$ cat config.mk
export PLATFORM = sky130hd
export DESIGN_NAME = prog_fsm_lut_flat
export DESIGN_NICKNAME = d
export VERILOG_FILES = /design/src/rtl/prog_fsm_lut_pkg.sv /design/src/rtl/prog_fsm_lut_if.sv /design/src/rtl/prog_fsm_lut_lut_loader.sv /design/src/rtl/prog_fsm_lut.sv /design/src/flat_wrapper.sv
export SDC_FILE = /design/constraint.sdc
export NUM_CORES = 1
export LEC_CHECK = 0
export ABC_CLOCK_PERIOD_IN_PS = 8600
export CAP_MARGIN = 20
export CORE_ASPECT_RATIO = 2
export CORE_MARGIN = 2
export CORE_UTILIZATION = 60
export DETAILED_ROUTE_END_ITERATION = 7
export GPL_ROUTABILITY_DRIVEN = 0
export PLACE_DENSITY = 0.8
export SLEW_MARGIN = 30
export SYNTH_ARGS = -nofsm -noshare
export SYNTH_HDL_FRONTEND = slang
export SYNTH_SLANG_ARGS = --single-unit
$ cat constraint.sdc
create_clock -name clk -period 8.6 [get_ports clk]
set_input_delay 2.15 -clock clk [delete_from_list [all_inputs] [get_ports clk]]
set_output_delay 2.15 -clock clk [all_outputs]
set_load 0.01 [all_outputs]
$ cat src/rtl/prog_fsm_lut_pkg.sv
// Shared definitions for the programmable LUT state machine: controller mode
// encodings and helpers describing the packed record layout.
package prog_fsm_pkg;

    // Controller modes
    localparam logic [1:0] MODE_IDLE = 2'd0;
    localparam logic [1:0] MODE_LOAD = 2'd1;
    localparam logic [1:0] MODE_RUN  = 2'd2;
    localparam logic [1:0] MODE_ERR  = 2'd3;

    // Width of one table record: all next-state fields plus the output word.
    function automatic int unsigned rec_w(input int unsigned sw, input int unsigned iw,
                                          input int unsigned ow);
        return (32'd1 << iw) * sw + ow;
    endfunction

    // Total serial bits needed to fill the whole table.
    function automatic int unsigned tot_bits(input int unsigned n, input int unsigned sw,
                                             input int unsigned iw, input int unsigned ow);
        return n * rec_w(sw, iw, ow);
    endfunction

    // LSB of next-state field i within a record.
    function automatic int unsigned next_lsb(input int unsigned i, input int unsigned sw);
        return i * sw;
    endfunction

    // LSB of the output word within a record; it sits above all next fields.
    function automatic int unsigned out_lsb(input int unsigned iw, input int unsigned sw);
        return (32'd1 << iw) * sw;
    endfunction

endpackage

$ cat src/rtl/prog_fsm_lut_if.sv
// Control/status bundle of the programmable LUT state machine.
interface prog_fsm_lut_if #(
    parameter int unsigned SW = 3,
    parameter int unsigned IW = 2,
    parameter int unsigned OW = 5
);
    logic          cfg_start;
    logic          cfg_valid;
    logic          cfg_bit;
    logic          step_en;
    logic [IW-1:0] in;
    logic          load_done;
    logic          busy;
    logic          running;
    logic          err;
    logic [SW-1:0] cur_state;
    logic [OW-1:0] fsm_out;

    // Stimulus side
    modport master (
        output cfg_start, cfg_valid, cfg_bit, step_en, in,
        input  load_done, busy, running, err, cur_state, fsm_out
    );

    // State machine side
    modport slave (
        input  cfg_start, cfg_valid, cfg_bit, step_en, in,
        output load_done, busy, running, err, cur_state, fsm_out
    );
endinterface

$ cat src/rtl/prog_fsm_lut_lut_loader.sv
// Serial table loader: assembles MSB-first records from the config line and
// emits one write strobe per completed record.
module lut_loader #(
    parameter int unsigned N_STATES = 8,
    parameter int unsigned REC_W    = 17,
    localparam int unsigned CW      = $clog2(REC_W),
    localparam int unsigned IXW     = $clog2(N_STATES) + 1
) (
    input  logic             clk,
    input  logic             reset,
    input  logic             clear,
    input  logic             shift_en,
    input  logic             cfg_bit,
    output logic             rec_we,
    output logic [IXW-1:0]   rec_idx,
    output logic [REC_W-1:0] rec_data,
    output logic             last_rec
);
    localparam logic [CW-1:0]  LAST_BIT = CW'(REC_W - 1);
    localparam logic [IXW-1:0] N_IDX    = IXW'(N_STATES);
    localparam logic [IXW-1:0] LAST_IDX = IXW'(N_STATES - 1);

    logic [REC_W-1:0] sr_q;
    logic [CW-1:0]    cnt_q;
    logic [IXW-1:0]   idx_q;
    logic             rec_end;

    assign rec_end  = shift_en && !clear && (cnt_q == LAST_BIT);
    // Record written on the same edge as its final bit, so present it unshifted.
    assign rec_data = {sr_q[REC_W-2:0], cfg_bit};
    assign rec_we   = rec_end && (idx_q < N_IDX);
    assign rec_idx  = idx_q;
    assign last_rec = rec_we && (idx_q == LAST_IDX);

    // Shift register, bit counter and record index; a restart clears all three.
    always_ff @(posedge clk or posedge reset) begin
        if (reset) begin
            sr_q  <= '0;
            cnt_q <= '0;
            idx_q <= '0;
        end else if (clear) begin
            sr_q  <= '0;
            cnt_q <= '0;
            idx_q <= '0;
        end else if (shift_en) begin
            sr_q <= {sr_q[REC_W-2:0], cfg_bit};
            if (cnt_q == LAST_BIT) begin
                cnt_q <= '0;
                if (idx_q != N_IDX) begin
                    idx_q <= idx_q + 1'b1;
                end
            end else begin
                cnt_q <= cnt_q + 1'b1;
            end
        end
    end
endmodule

$ cat src/rtl/prog_fsm_lut.sv
// Programmable Moore machine: serially loaded next-state/output table, then
// stepped by a multi-bit selector. Illegal next states latch a sticky error.
module prog_fsm_lut
    import prog_fsm_pkg::*;
#(
    parameter int unsigned N_STATES = 8,
    parameter int unsigned SW       = 3,
    parameter int unsigned IW       = 2,
    parameter int unsigned OW       = 5
) (
    input logic            clk,
    input logic            reset,
    prog_fsm_lut_if.slave  bus
);
    localparam int unsigned REC_W = rec_w(SW, IW, OW);
    localparam int unsigned AW    = (N_STATES > 1) ? $clog2(N_STATES) : 1;
    localparam int unsigned IXW   = $clog2(N_STATES) + 1;
    localparam int unsigned OLSB  = out_lsb(IW, SW);
    localparam logic [SW:0] N_LIM = (SW + 1)'(N_STATES);

    logic [REC_W-1:0] tbl_q [N_STATES];
    logic [1:0]       mode_q, mode_d;
    logic [SW-1:0]    cur_q, cur_d;
    logic             err_q, err_d;
    logic             done_q, done_d;

    logic             ld_we;
    logic [IXW-1:0]   ld_idx;
    logic [REC_W-1:0] ld_data;
    logic             ld_last;

    logic [REC_W-1:0] row;
    logic [SW-1:0]    nxt;
    logic             legal;

    lut_loader #(
        .N_STATES (N_STATES),
        .REC_W    (REC_W)
    ) u_loader (
        .clk      (clk),
        .reset    (reset),
        .clear    (bus.cfg_start),
        .shift_en (bus.cfg_valid && (mode_q == MODE_LOAD)),
        .cfg_bit  (bus.cfg_bit),
        .rec_we   (ld_we),
        .rec_idx  (ld_idx),
        .rec_data (ld_data),
        .last_rec (ld_last)
    );

    assign row   = tbl_q[cur_q[AW-1:0]];
    assign nxt   = row[next_lsb(32'(bus.in), SW) +: SW];
    assign legal = {1'b0, nxt} < N_LIM;

    // Table storage, written one record at a time by the loader.
    always_ff @(posedge clk or posedge reset) begin
        if (reset) begin
            for (int i = 0; i < N_STATES; i++) begin
                tbl_q[i] <= '0;
            end
        end else if (ld_we) begin
            tbl_q[ld_idx[AW-1:0]] <= ld_data;
        end
    end

    // Mode sequencing and state transitions; cfg_start beats step_en everywhere.
    always_comb begin
        mode_d = mode_q;
        cur_d  = cur_q;
        err_d  = err_q;
        done_d = 1'b0;
        case (mode_q)
            MODE_IDLE: begin
                if (bus.cfg_start) mode_d = MODE_LOAD;
            end
            MODE_LOAD: begin
                if (ld_last) begin
                    mode_d = MODE_RUN;
                    done_d = 1'b1;
                    cur_d  = '0;
                end
            end
            MODE_RUN: begin
                if (bus.cfg_start) begin
                    mode_d = MODE_LOAD;
                    cur_d  = '0;
                end else if (bus.step_en) begin
                    if (legal) begin
                        cur_d = nxt;
                    end else begin
                        err_d  = 1'b1;
                        mode_d = MODE_ERR;
                    end
                end
            end
            MODE_ERR: begin
                if (bus.cfg_start) begin
                    mode_d = MODE_LOAD;
                    err_d  = 1'b0;
                    cur_d  = '0;
                end
            end
            default: mode_d = MODE_IDLE;
        endcase
    end

    // Controller registers.
    always_ff @(posedge clk or posedge reset) begin
        if (reset) begin
            mode_q <= MODE_IDLE;
            cur_q  <= '0;
            err_q  <= 1'b0;
            done_q <= 1'b0;
        end else begin
            mode_q <= mode_d;
            cur_q  <= cur_d;
            err_q  <= err_d;
            done_q <= done_d;
        end
    end

    // Status decodes and Moore output, gated off while not executing.
    always_comb begin
        bus.load_done = done_q;
        bus.busy      = (mode_q == MODE_LOAD);
        bus.running   = (mode_q == MODE_RUN);
        bus.err       = err_q;
        bus.cur_state = cur_q;
        bus.fsm_out   = '0;
        if (mode_q == MODE_RUN || mode_q == MODE_ERR) begin
            bus.fsm_out = row[OLSB +: OW];
        end
    end
endmodule

$ cat src/flat_wrapper.sv
// flat-port wrapper written by rule: the top's interface ports become plain ports
module prog_fsm_lut_flat import prog_fsm_pkg::*;
#(
    parameter int unsigned N_STATES = 8,
    parameter int unsigned SW       = 3,
    parameter int unsigned IW       = 2,
    parameter int unsigned OW       = 5
)
  (clk, reset, bus_cfg_start, bus_cfg_valid, bus_cfg_bit, bus_step_en, bus_in, bus_load_done, bus_busy, bus_running, bus_err, bus_cur_state, bus_fsm_out);
  prog_fsm_lut_if #(.SW(SW), .IW(IW), .OW(OW)) bus_i ();
  input logic clk;
  input logic reset;
  input wire logic [$bits(bus_i.cfg_start)-1:0] bus_cfg_start;
  input wire logic [$bits(bus_i.cfg_valid)-1:0] bus_cfg_valid;
  input wire logic [$bits(bus_i.cfg_bit)-1:0] bus_cfg_bit;
  input wire logic [$bits(bus_i.step_en)-1:0] bus_step_en;
  input wire logic [$bits(bus_i.in)-1:0] bus_in;
  output wire logic [$bits(bus_i.load_done)-1:0] bus_load_done;
  output wire logic [$bits(bus_i.busy)-1:0] bus_busy;
  output wire logic [$bits(bus_i.running)-1:0] bus_running;
  output wire logic [$bits(bus_i.err)-1:0] bus_err;
  output wire logic [$bits(bus_i.cur_state)-1:0] bus_cur_state;
  output wire logic [$bits(bus_i.fsm_out)-1:0] bus_fsm_out;
  assign bus_i.cfg_start = bus_cfg_start;
  assign bus_i.cfg_valid = bus_cfg_valid;
  assign bus_i.cfg_bit = bus_cfg_bit;
  assign bus_i.step_en = bus_step_en;
  assign bus_i.in = bus_in;
  assign bus_load_done = bus_i.load_done;
  assign bus_busy = bus_i.busy;
  assign bus_running = bus_i.running;
  assign bus_err = bus_i.err;
  assign bus_cur_state = bus_i.cur_state;
  assign bus_fsm_out = bus_i.fsm_out;
  prog_fsm_lut #(.N_STATES(N_STATES), .SW(SW), .IW(IW), .OW(OW)) u_core (.clk(clk), .reset(reset), .bus(bus_i));
endmodule
==> results.txt, run 1 <==
For this configuration, the core starts out at a cell density of 60.7%. For the number of global-route vias before repair, the log shows 5192. In the finished design, the share of the clock period the worst path needs comes to 55.6%. The slew at the pin with the worst max-slew slack is 0.961 ns. Post-detailed-placement cell area: 0.00806 mm².

The endpoint identified for the worst register-to-register timing path is u_core.tbl_q[125]. Buffers placed on the I/O ports in this run total 18. The global route total overflow is 0, and the routed via count is 4721. Entering global routing, the biggest net connects 90 pins. The highest net fanout along the worst path is 36, and the max-capacitance violation count is 0. In this run the clock root is driven by a clkbuf_16.

The final routed wirelength across all metal layers was 17.1 mm; the critical path required time was 6.45 ns. Setup repair after global routing left no endpoint under its margin. For the static leakage, the log shows 3.94 nW. IR analysis of the VDD net gives a maximum drop of 0.172 mV. In the layout the commonest cells are dfrtp_1, mux2_2, nand2_1. In the routed design, unresolved DRC markers number 0.

The worst hold path terminates at u_core.tbl_q[100]. In this run, distinct cell masters in the synthesized netlist total 49. The first detailed-routing pass took 5 iterations. After clock tree synthesis, the setup repair step added 0 buffers. Derived from the worst setup path, the maximum achievable clock frequency is 209 MHz. The longest clock path from root to sink contains 2 buffers.

From synthesis to final layout, the design area changed by 10.1%. The total area inside the core boundary comes to 0.0129 mm². The worst setup path is captured at an output pin. Of the cells placed in the final design, the portion with a size suffix greater than 1 is 37.5%.

The remaining antenna violation count after routing was 0; the sequential cell area fraction in the yosys report was 53.3%. The logs give 20 for the top-level I/O count and 0 for the total setup violations reported at the end of the flow. Subtracting the final worst setup slack from the clock period gives 4.78 ns. Clock skew: 0.0115 ns. At the later pin of the worst-skew pair, clock insertion delay measures 0.42 ns. The number of clock buffers added by TritonCTS is 17. The tools report the worst hold slack across all endpoints as 0.505 ns.

The number of register bits inferred by synthesis works out to 167. Setup slack on the worst reg-to-reg path comes out at 5.82 ns. The startpoint identified for the worst hold timing path is u_core.tbl_q[100]. The first global-routing pass estimated 27.6 mm of wire. The number of nets in the layout was 582; the synthesized area divided by synthesized cell count was 13.8 µm². Measured in cells, the most critical reg-to-reg path has a length of 8. In this run the worst setup path begins at u_core.bus.cur_state[0]. The final max-slew violation count is 0, and the design area is 0.00864 mm². Startpoint of the most critical register-to-register path: u_core.u_loader.cnt_q[0]. The detailed router's first-iteration violation count is 302.

The initialized floorplan defines 59 standard-cell rows. The library cell used most frequently in the layout, excluding fill and tap cells, is dfrtp_1. The logs give 10.8 mm for the half-perimeter wire length after placement and 0.0141 mm² for the die outline area. Number of cells on the worst hold path: 1.

The critical path class is reg -> out. The post-synthesis instance area came out at 0.00785 mm². The sink count of the clock tree is 167, and the die span in x is 84.9 µm. The count of hold buffers inserted by post-cts repair was 0.

TritonCTS built the clock tree. Power spread over the standard cell area amounts to 180 mW/mm². The H-tree was split into 4 levels.

The number of antenna diodes in the final layout is 0. Number of endpoints with negative hold slack in the final report: 0. STA classifies the critical path startpoint as a register. In this run, post-CTS repair resized a total of 0 instances. The flow ran to the end, and the final reports show no timing, DRC or antenna violations.

The worst endpoint data arrival time is 2.63 ns, and the average wire length per cell after detail routing is 23.4 µm. The tools report the number of standard cells after synthesis as 567. After clock tree synthesis, the clock-pin slew on the worst setup and hold paths is 0.07 ns. The number of antenna violations at the first check in global routing is 0. Fill cells in the final layout number 886. The run gives 0 ns as the total negative slack. The path class of the tightest hold or removal check is reg -> reg. Measured against its own limit, the worst slew margin works out to 35.5%. Using the TritonRoute via totals, the vias-per-cell ratio works out to 6.43.

During synthesis, Yosys emitted a total of 0 warnings. The number of nets in the synthesized netlist is 579. Vertical extent of the die: 166 µm.

The run gives 25.7% as the overall global routing resource usage.
-- worst max path at each step --
stage                               to  slack [ns]  cells past startpoint
2_1_floorplan  u_core.bus.cur_state[0]        1.93                      1
3_3_place_gp          u_core.tbl_q[46]        3.67                      6
3_5_place_dp          u_core.tbl_q[79]        3.68                      6
4_1_cts                 bus_fsm_out[4]        3.77                      5
5_1_grt                 bus_fsm_out[1]        3.68                      5
6_report                bus_fsm_out[4]        3.82                      5
-- cell type report --
| class | count | area [µm²] | share of cell area (%) |
|---|---|---|---|
| clock buffers | 18 | 439 | 5.09 |
| inverters | 8 | 35.0 | 0.406 |
| well taps | 152 | 190 | 2.20 |
| flip-flops and latches | 167 | 4180 | 48.4 |
| repair buffers | 30 | 285 | 3.30 |
| multi-input cells | 346 | 3380 | 39.2 |
| clock inverters | 13 | 123 | 1.42 |
-- kinds of logic (layout without fill, tap and decap cells) --
| family | Yosys count | count (layout) | share of synthesized area (%) |
|---|---|---|---|
| flops | 167 | 167 | 53.3 |
| buf+inv | 54 | 69 | 3.68 |
| fa+ha+maj | 4 | 4 | 0.638 |
| xor+xnor | 4 | 4 | 0.447 |
| compound gates | 50 | 50 | 3.92 |
| simple gates | 97 | 97 | 7.43 |
| mux | 190 | 190 | 30.6 |
| other cells | 1 | 1 | 0.0478 |
-- per-layer routing --
layer  GRT usage [%]  up-vias  part of all wire, %
met4            13.7        0                  4.4
met5               0        -                    0
met2            45.0      131                   55
li1                -     2051                    -
met1            29.3     2489                   37
met3            4.73       50                  3.7
-- state kept, by name, indices dropped and copies added, names as in the netlist --
| register | flops |
|---|---|
| u_core.u_loader.rec_idx | 4 |
| u_core.mode_q | 2 |
| u_core.bus.load_done | 1 |
| u_core.u_loader.sr_q | 16 |
| u_core.u_loader.cnt_q | 5 |
| u_core.tbl_q | 136 |
| u_core.bus.cur_state | 3 |
-- critical path: stages, from the launching register on --
cell	delay (ns)
dfrtp_2	0.34
buf_4	0.52
mux4_2	0.60
mux2i_1	0.19
nor2_1	0.06
clkdlybuf4s50_1	0.49
-- synth_stat cells, drive strengths merged --
| cell | count | area share, % |
|---|---|---|
| nor3b | 1 | 0.24 |
| ha | 4 | 0.64 |
| xor2 | 3 | 0.33 |
| or4 | 1 | 0.096 |
| nand4 | 6 | 0.56 |
| clkbuf | 24 | 1.4 |
| conb | 1 | 0.048 |
| a22oi | 4 | 0.38 |
| o221ai | 3 | 0.33 |
| nor4 | 2 | 0.54 |
| a22o | 2 | 0.22 |
| mux4 | 23 | 6.6 |
| xnor2 | 1 | 0.11 |
| mux2i | 31 | 4.0 |
| a32o | 1 | 0.13 |
| o211ai | 1 | 0.096 |
| nand3 | 7 | 0.45 |
| a41oi | 1 | 0.11 |
| mux2 | 136 | 20 |
| nor2 | 19 | 1.0 |
| nor3 | 3 | 0.54 |
| nand2 | 44 | 2.3 |
| o21ai | 7 | 0.45 |
| a311oi | 2 | 0.22 |
| o21a | 2 | 0.19 |
| nor2b | 4 | 0.32 |
| nand3b | 5 | 0.64 |
| dfrtp | 167 | 53 |
| a21oi | 23 | 1.5 |
| and3 | 1 | 0.080 |
| and2 | 2 | 0.16 |
| nor4bb | 1 | 0.13 |
| inv | 8 | 0.38 |
| a31oi | 4 | 0.32 |
| buf | 22 | 1.9 |
| nand4bb | 1 | 0.35 |
-- stage by stage --
step,total power (W),cells,util [%],setup slack [ns]
floorplan,0.000832,567,-,1.93
global placement,0.000845,700,62.2,3.67
detailed placement,0.000847,702,62.4,3.68
CTS,0.00156,733,66.8,3.77
global route,0.00160,734,66.8,3.68
finish,0.00155,734,66.8,3.82
-- where the power goes --
group / leakage, nW / switching, W / total (W) / internal, W
Clock: 0.277 / 0.000314 / 0.000722 / 0.000408
Combinational: 1.34 / 0.0000318 / 0.0000422 / 0.0000105
Sequential: 2.32 / 0.00000256 / 0.000789 / 0.000787
Total: 3.94 / 0.000348 / 0.00155 / 0.00121
Power figures use the tool's default switching activity.
==> run 2: changes to the inputs <==
Settings changed: ABC_CLOCK_PERIOD_IN_PS 8600 to 4400.
Clock period 8.6 ns to 4.4 ns, I/O delays scaled along.
==> results.txt, run 2 (synthesis results as in run 1) <==
The clock network fraction of total power is 48.1%. The placeable core region is 0.0129 mm², and the final max-slew violation count is 0. Across all layers, the routed design uses 4735 vias.

Setup repair after global routing left no endpoint under its margin. Sequential cell area: 0.00418 mm². The buffer cell driving the clock tree root was clkbuf_16. In this run the tightest slew margin relative to its limit is 40.6%. The analysis attributes to net switching a power of 0.000741 W. Pin placement for this block handled 20 I/O pins. The iteration count of the initial detailed-routing pass was 4; the number of buffers inserted during clock tree synthesis was 17. The startpoint identified for the worst register-to-register timing path is u_core.bus.cur_state[0]. The worst setup path is captured at an output pin. Timing would allow up to 265 MHz.

Across the run, the number of max-cap violations was 0. The final layout contains routed wiring with a total length of 17.4 mm. In this run, the number of DRC markers left after iteration 0 of detailed routing was 239. The clock-pin slew on the worst setup and hold paths was 0.06 ns; the total area of multi-input combinational cells was 0.00338 mm². The HPWL after detailed placement is 11.3 mm. Compared with the post-synthesis result, the final layout area differs by 11.5%. The library cell used most frequently in the layout, excluding fill and tap cells, is dfrtp_1. Most used routing layer: met2. For the global-route met3 utilization, the log shows 5.23%. Measured along the x axis, the die boundary spans 84.9 µm. The worst-case vdd ir drop was 0.341 mV; the met2 routing resource usage after global routing was 47.3%.

The flow ran to the end, and the final reports show no timing, DRC or antenna violations. On the final layout, the worst hold slack is 0.502 ns. The number of diodes is 0, and the met1 track demand over resource in global routing is 29.6%. For the worst-skew pair later-pin latency, the log shows 0.43 ns.

The remaining antenna violation count after routing is 0, and the wire length of the first global-routing pass is 28.3 mm. The floorplan step defined a die boundary enclosing 0.0141 mm². The net count of the finished layout is 592. Across every metal layer, demand over resource in global routing totals 26.4%. Summed over all cells, the static leakage comes to 4.01 nW.

Leaving out fill and tap cells, the most frequent cells in the layout are dfrtp_1, mux2_2, nand2_1. The post-detailed-route via-to-cell ratio was 6.36. The clock passes through at most 2 buffers. The number of antenna violations at the first check in global routing was 0; the number of global-route vias before repair was 5172. In this run the vertical extent of the chip is 166 µm.

The most critical setup path has its startpoint at u_core.bus.cur_state[0]. Average wire length per cell after detail routing: 23.3 µm. For the worst setup path, the data required time is 3.30 ns. For the post-CTS setup buffer count, the log shows 0. In the finished design, the share of the clock period the worst path needs comes to 85.9%. The internal portion of the total power is 0.00240 W. Combinational cells account for 2.7% of the total power.

The register with the most flip-flops in the layout has 136 of them. Entering global routing, the biggest net connects 41 pins. The register ranked first by flip-flop count was u_core.tbl_q. Across all register-to-register paths, the minimum setup slack is 1.85 ns.

TritonCTS built the clock tree. Sequential cells account for 49.2% of the total power. Dividing total power by cell area gives a power density of 359 mW/mm². Slew at the pin with the worst max-slew slack: 0.892 ns. In the final layout, the registers with the most flip-flops are u_core.tbl_q: 136 flops, u_core.u_loader.sr_q: 16 flops, u_core.u_loader.cnt_q: 5 flops. Critical path class: reg -> out. Total negative slack: 0 ns. The count of hold buffers inserted by post-cts repair is 0, and the post-CTS resize count is 0. For this run the aggregate overflow at the end of global routing stands at 0. Subtracting the final worst setup slack from the clock period gives 3.78 ns.

For this configuration, the core starts out at a cell density of 60.7%. The total setup violations reported at the end of the flow came out at 0. The layout filler cell count is 872. Net switching is 23.6% of the power. In the routed design, unresolved DRC markers number 0. The worst hold path startpoint is u_core.tbl_q[31].

Of the cells placed in the final design, the portion with a size suffix greater than 1 is 38.6%. In this run the worst path has a maximum fanout of 27. Input and output buffers added on the ports amount to 18.

The class of the worst hold path was reg -> reg. The sink count of the clock tree was 167. The worst setup path is launched from a register. After floorplanning, the core was divided into 59 placement rows. Data arrives at the worst endpoint at 2.68 ns. On the final layout, the worst clock skew is 0.0130 ns. The number of endpoints with negative hold slack in the final report is 0.

The number of levels in the clock H-tree came out at 4.
run 2: routing by layer:
metal | routed length [µm] | vias up | share of wire (%)
met5 | 0 | - | 0
met4 | 733 | 0 | 4.2
met1 | 6420 | 2494 | 37
met2 | 9810 | 113 | 56
li1 | - | 2075 | -
met3 | 423 | 53 | 2.4
run 2: layout make-up:
| type | count | area share [%] |
|---|---|---|
| tap | 152 | 2.17 |
| sequential | 167 | 47.8 |
| timing repair buffer | 40 | 4.23 |
| clock buffer | 19 | 5.18 |
| multi-input combinational | 346 | 38.6 |
| clock inverter | 13 | 1.64 |
| inverter | 8 | 0.386 |
run 2: path summary, 6_finish.rpt:
check / cells past startpoint / to
setup / recovery: 4 / bus_fsm_out[3]
hold / removal: 1 / u_core.tbl_q[31]
setup reg to reg: 5 / u_core.bus.cur_state[2]
hold reg to reg: 1 / u_core.tbl_q[31]
max in group asynchronous: 3 / u_core.tbl_q[6]
min in group asynchronous: 2 / u_core.tbl_q[88]
run 2: power by group through the flow:
stage	Clock (W)	Combinational (W)	Sequential [W]
detailed placement	0	0.0000871	0.00157
global route	0.00160	0.0000962	0.00155
global placement	0	0.0000835	0.00157
CTS	0.00153	0.0000880	0.00155
finish	0.00151	0.0000859	0.00155
floorplan	0	0.0000575	0.00157
run 2: per-stage QoR:
step           setup slack, ns  instances  power [W]  util [%]  cell area (µm²)
3_3_place_gp             0.969        713    0.00166      63.1             8150
4_1_cts                  0.528        745    0.00317      67.7             8750
2_1_floorplan             1.17        567    0.00163         -             7850
3_5_place_dp             0.969        713    0.00166      63.1             8150
5_1_grt                  0.465        745    0.00324      67.7             8750
6_report                 0.620        745    0.00314      67.7             8750
run 2: critical path, stage by stage (launching register included):
cell and delay (ns):
dfrtp_2 0.91, mux4_2 0.60, mux2i_1 0.19, nor2_1 0.06, clkdlybuf4s50_1 0.49
==> run 3: changes to the inputs <==
Settings changed: PLACE_DENSITY 0.8 to unset, PLACE_DENSITY_LB_ADDON set to 0.2.
==> results.txt, run 3 (synthesis results as in run 1) <==
For the number of buffers on the longest clock path, the log shows 2. The critical path required time is 3.30 ns. The tool flagged a number of max-cap violations equal to 0. The first global-routing pass estimated 28.2 mm of wire. The total area of multi-input combinational cells is 0.00338 mm², and the static leakage is 3.98 nW.

The routed via count was 4644; the register-to-register setup slack was 1.86 ns. Setup violations remaining at the end of the flow were counted as 0. For the number of global-route vias before repair, the log shows 5009. Number of endpoints with negative hold slack in the final report: 0.

The clock skew was 0.0103 ns. The register ranked first by flip-flop count was u_core.tbl_q. In this run the core area contains 59 standard-cell rows. For this run, the post-layout net count is 588. For the iteration count of the initial detailed-routing pass, the log shows 4.

The library cell used most frequently in the layout, excluding fill and tap cells, is dfrtp_1. From left edge to right edge, the die measures 84.9 µm. In this run the power density over the cells is 357 mW/mm². The worst setup path is of the reg -> out kind.

The worst setup path is launched from a register. The slew at the pin with the worst max-slew slack works out to 0.754 ns. The worst endpoint data arrival time is 2.60 ns. In this run the worst path has a maximum fanout of 22.

Across the whole layout, storage elements account for 0.00418 mm². Average wire length per cell after detail routing: 23.4 µm. The logs give 0 for the number of antenna violations at the first check in global routing and 0.00311 W for the overall power after layout. The post-detailed-route via-to-cell ratio is 6.28. Compared with the post-synthesis result, the final layout area differs by 11.2%.

The initial utilization of the core area, before any placement, comes to 60.7%. Across every metal layer, demand over resource in global routing totals 26.4%. In this run, post-CTS hold repair placed 0 buffers. The total overflow left after global routing is 0. Clock-pin slew was measured on the worst setup and hold paths at 0.06 ns. IR analysis of the VDD net gives a maximum drop of 0.336 mV. The final max-slew violation count is 0. The worst path uses 84.2% of the clock period. The clock period could shrink to 3.70 ns. Layout filler cell count: 892.

The post-CTS resize count is 0. In the final timing run, aggregate negative setup slack is 0 ns. The sink count of the clock tree came out at 167. Half-perimeter wire length after placement: 11.2 mm. The library cells used most frequently in the layout, excluding fill and tap cells, are dfrtp_1, mux2_2, nand2_1.

TritonCTS built the clock tree. The flow ran to the end, and the final reports show no timing, DRC or antenna violations. The largest registers in the layout are u_core.tbl_q: 136 flops, u_core.u_loader.sr_q: 16 flops, u_core.u_loader.cnt_q: 5 flops.

For the post-CTS setup buffer count, the log shows 0. The vertical extent of the die came out at 166 µm. STA classifies the critical path endpoint as an output pin. Worst-skew pair later-pin latency: 0.42 ns.

The run gives 4 as the number of levels in the clock H-tree. The final routed wirelength across all metal layers is 17.3 mm, and the number of flip-flops in the largest register is 136. The die outline area is 0.0141 mm².

The run gives 20 as the top-level I/O count. The cell sitting at the root of the clock tree is a clkbuf_16. The layout cell share with drive strength beyond 1 came out at 38.1%. In this run, the number of DRC markers left after iteration 0 of detailed routing was 354.

Clock tree synthesis inserted a total of 17 buffers. 0 antenna diodes ended up in the layout. In the routed design, unresolved DRC markers number 0. The number of port buffers is 18, and the maximum achievable frequency is 270 MHz. The tools report the worst hold slack across all endpoints as 0.504 ns.

The tools report the worst slew margin relative to its limit as 49.1%. Setup repair after global routing left no endpoint under its margin. Entering global routing, the biggest net connects 63 pins. The path class of the tightest hold or removal check is reg -> reg. The total area inside the core boundary comes to 0.0129 mm². The remaining antenna violation count after routing is 0.
[run 3: changes by cell type in the layout (fill, tap and decap cells not counted)]
cell / change
buf_12: +1
buf_4: -5
bufinv_16: +1
clkbuf_8: -1
clkinv_2: +1
clkinv_4: +6
clkinvlp_4: +1
inv_6: -5
inv_8: -4
[run 3: cell type report]
| type | count | share of cell area (%) |
|---|---|---|
| Tap cell | 152 | 2.18 |
| Timing Repair Buffer | 36 | 4.04 |
| Clock buffer | 18 | 5.03 |
| Multi-Input combinational cell | 346 | 38.7 |
| Inverter | 8 | 0.387 |
| Clock inverter | 13 | 1.72 |
| Sequential cell | 167 | 47.9 |
[run 3: metrics by stage]
step	cells	worst slack [ns]	instance area [µm²]	util, %
2_1_floorplan	567	1.17	7850	-
3_3_place_gp	708	0.903	8120	62.8
3_5_place_dp	708	0.840	8120	62.8
4_1_cts	739	0.649	8700	67.4
5_1_grt	740	0.561	8720	67.5
6_report	740	0.696	8720	67.5
[run 3: path summary, 6_finish.rpt]
| check | startpoint | to | cells past startpoint |
|---|---|---|---|
| worst max-delay path | u_core.bus.cur_state[0] | bus_fsm_out[1] | 4 |
| worst min-delay path | u_core.tbl_q[97] | u_core.tbl_q[97] | 1 |
| worst max register to register | u_core.bus.cur_state[0] | u_core.bus.cur_state[2] | 5 |
| worst min register to register | u_core.tbl_q[97] | u_core.tbl_q[97] | 1 |
| max in group asynchronous | reset | u_core.tbl_q[102] | 3 |
| min in group asynchronous | reset | u_core.bus.cur_state[1] | 2 |
[run 3: routing by layer]
metal	wire (µm)	vias to the layer above	GRT usage [%]
met5	0	-	0
met4	575	0	10.1
met3	543	48	4.24
met2	9590	111	46.5
met1	6600	2430	32.2
li1	-	2055	-
[run 3: report_power, final]
group | switching [W] | internal (W)
clock network | 0.000623 | 0.000855
registers | 0.00000819 | 0.00154
logic | 0.0000615 | 0.0000256
[run 3: critical path: stages, from the launching register on]
cell and delay (ns):
dfrtp_2 0.83, mux4_2 0.59, mux2i_1 0.17, nor2_1 0.06, clkdlybuf4s50_1 0.51
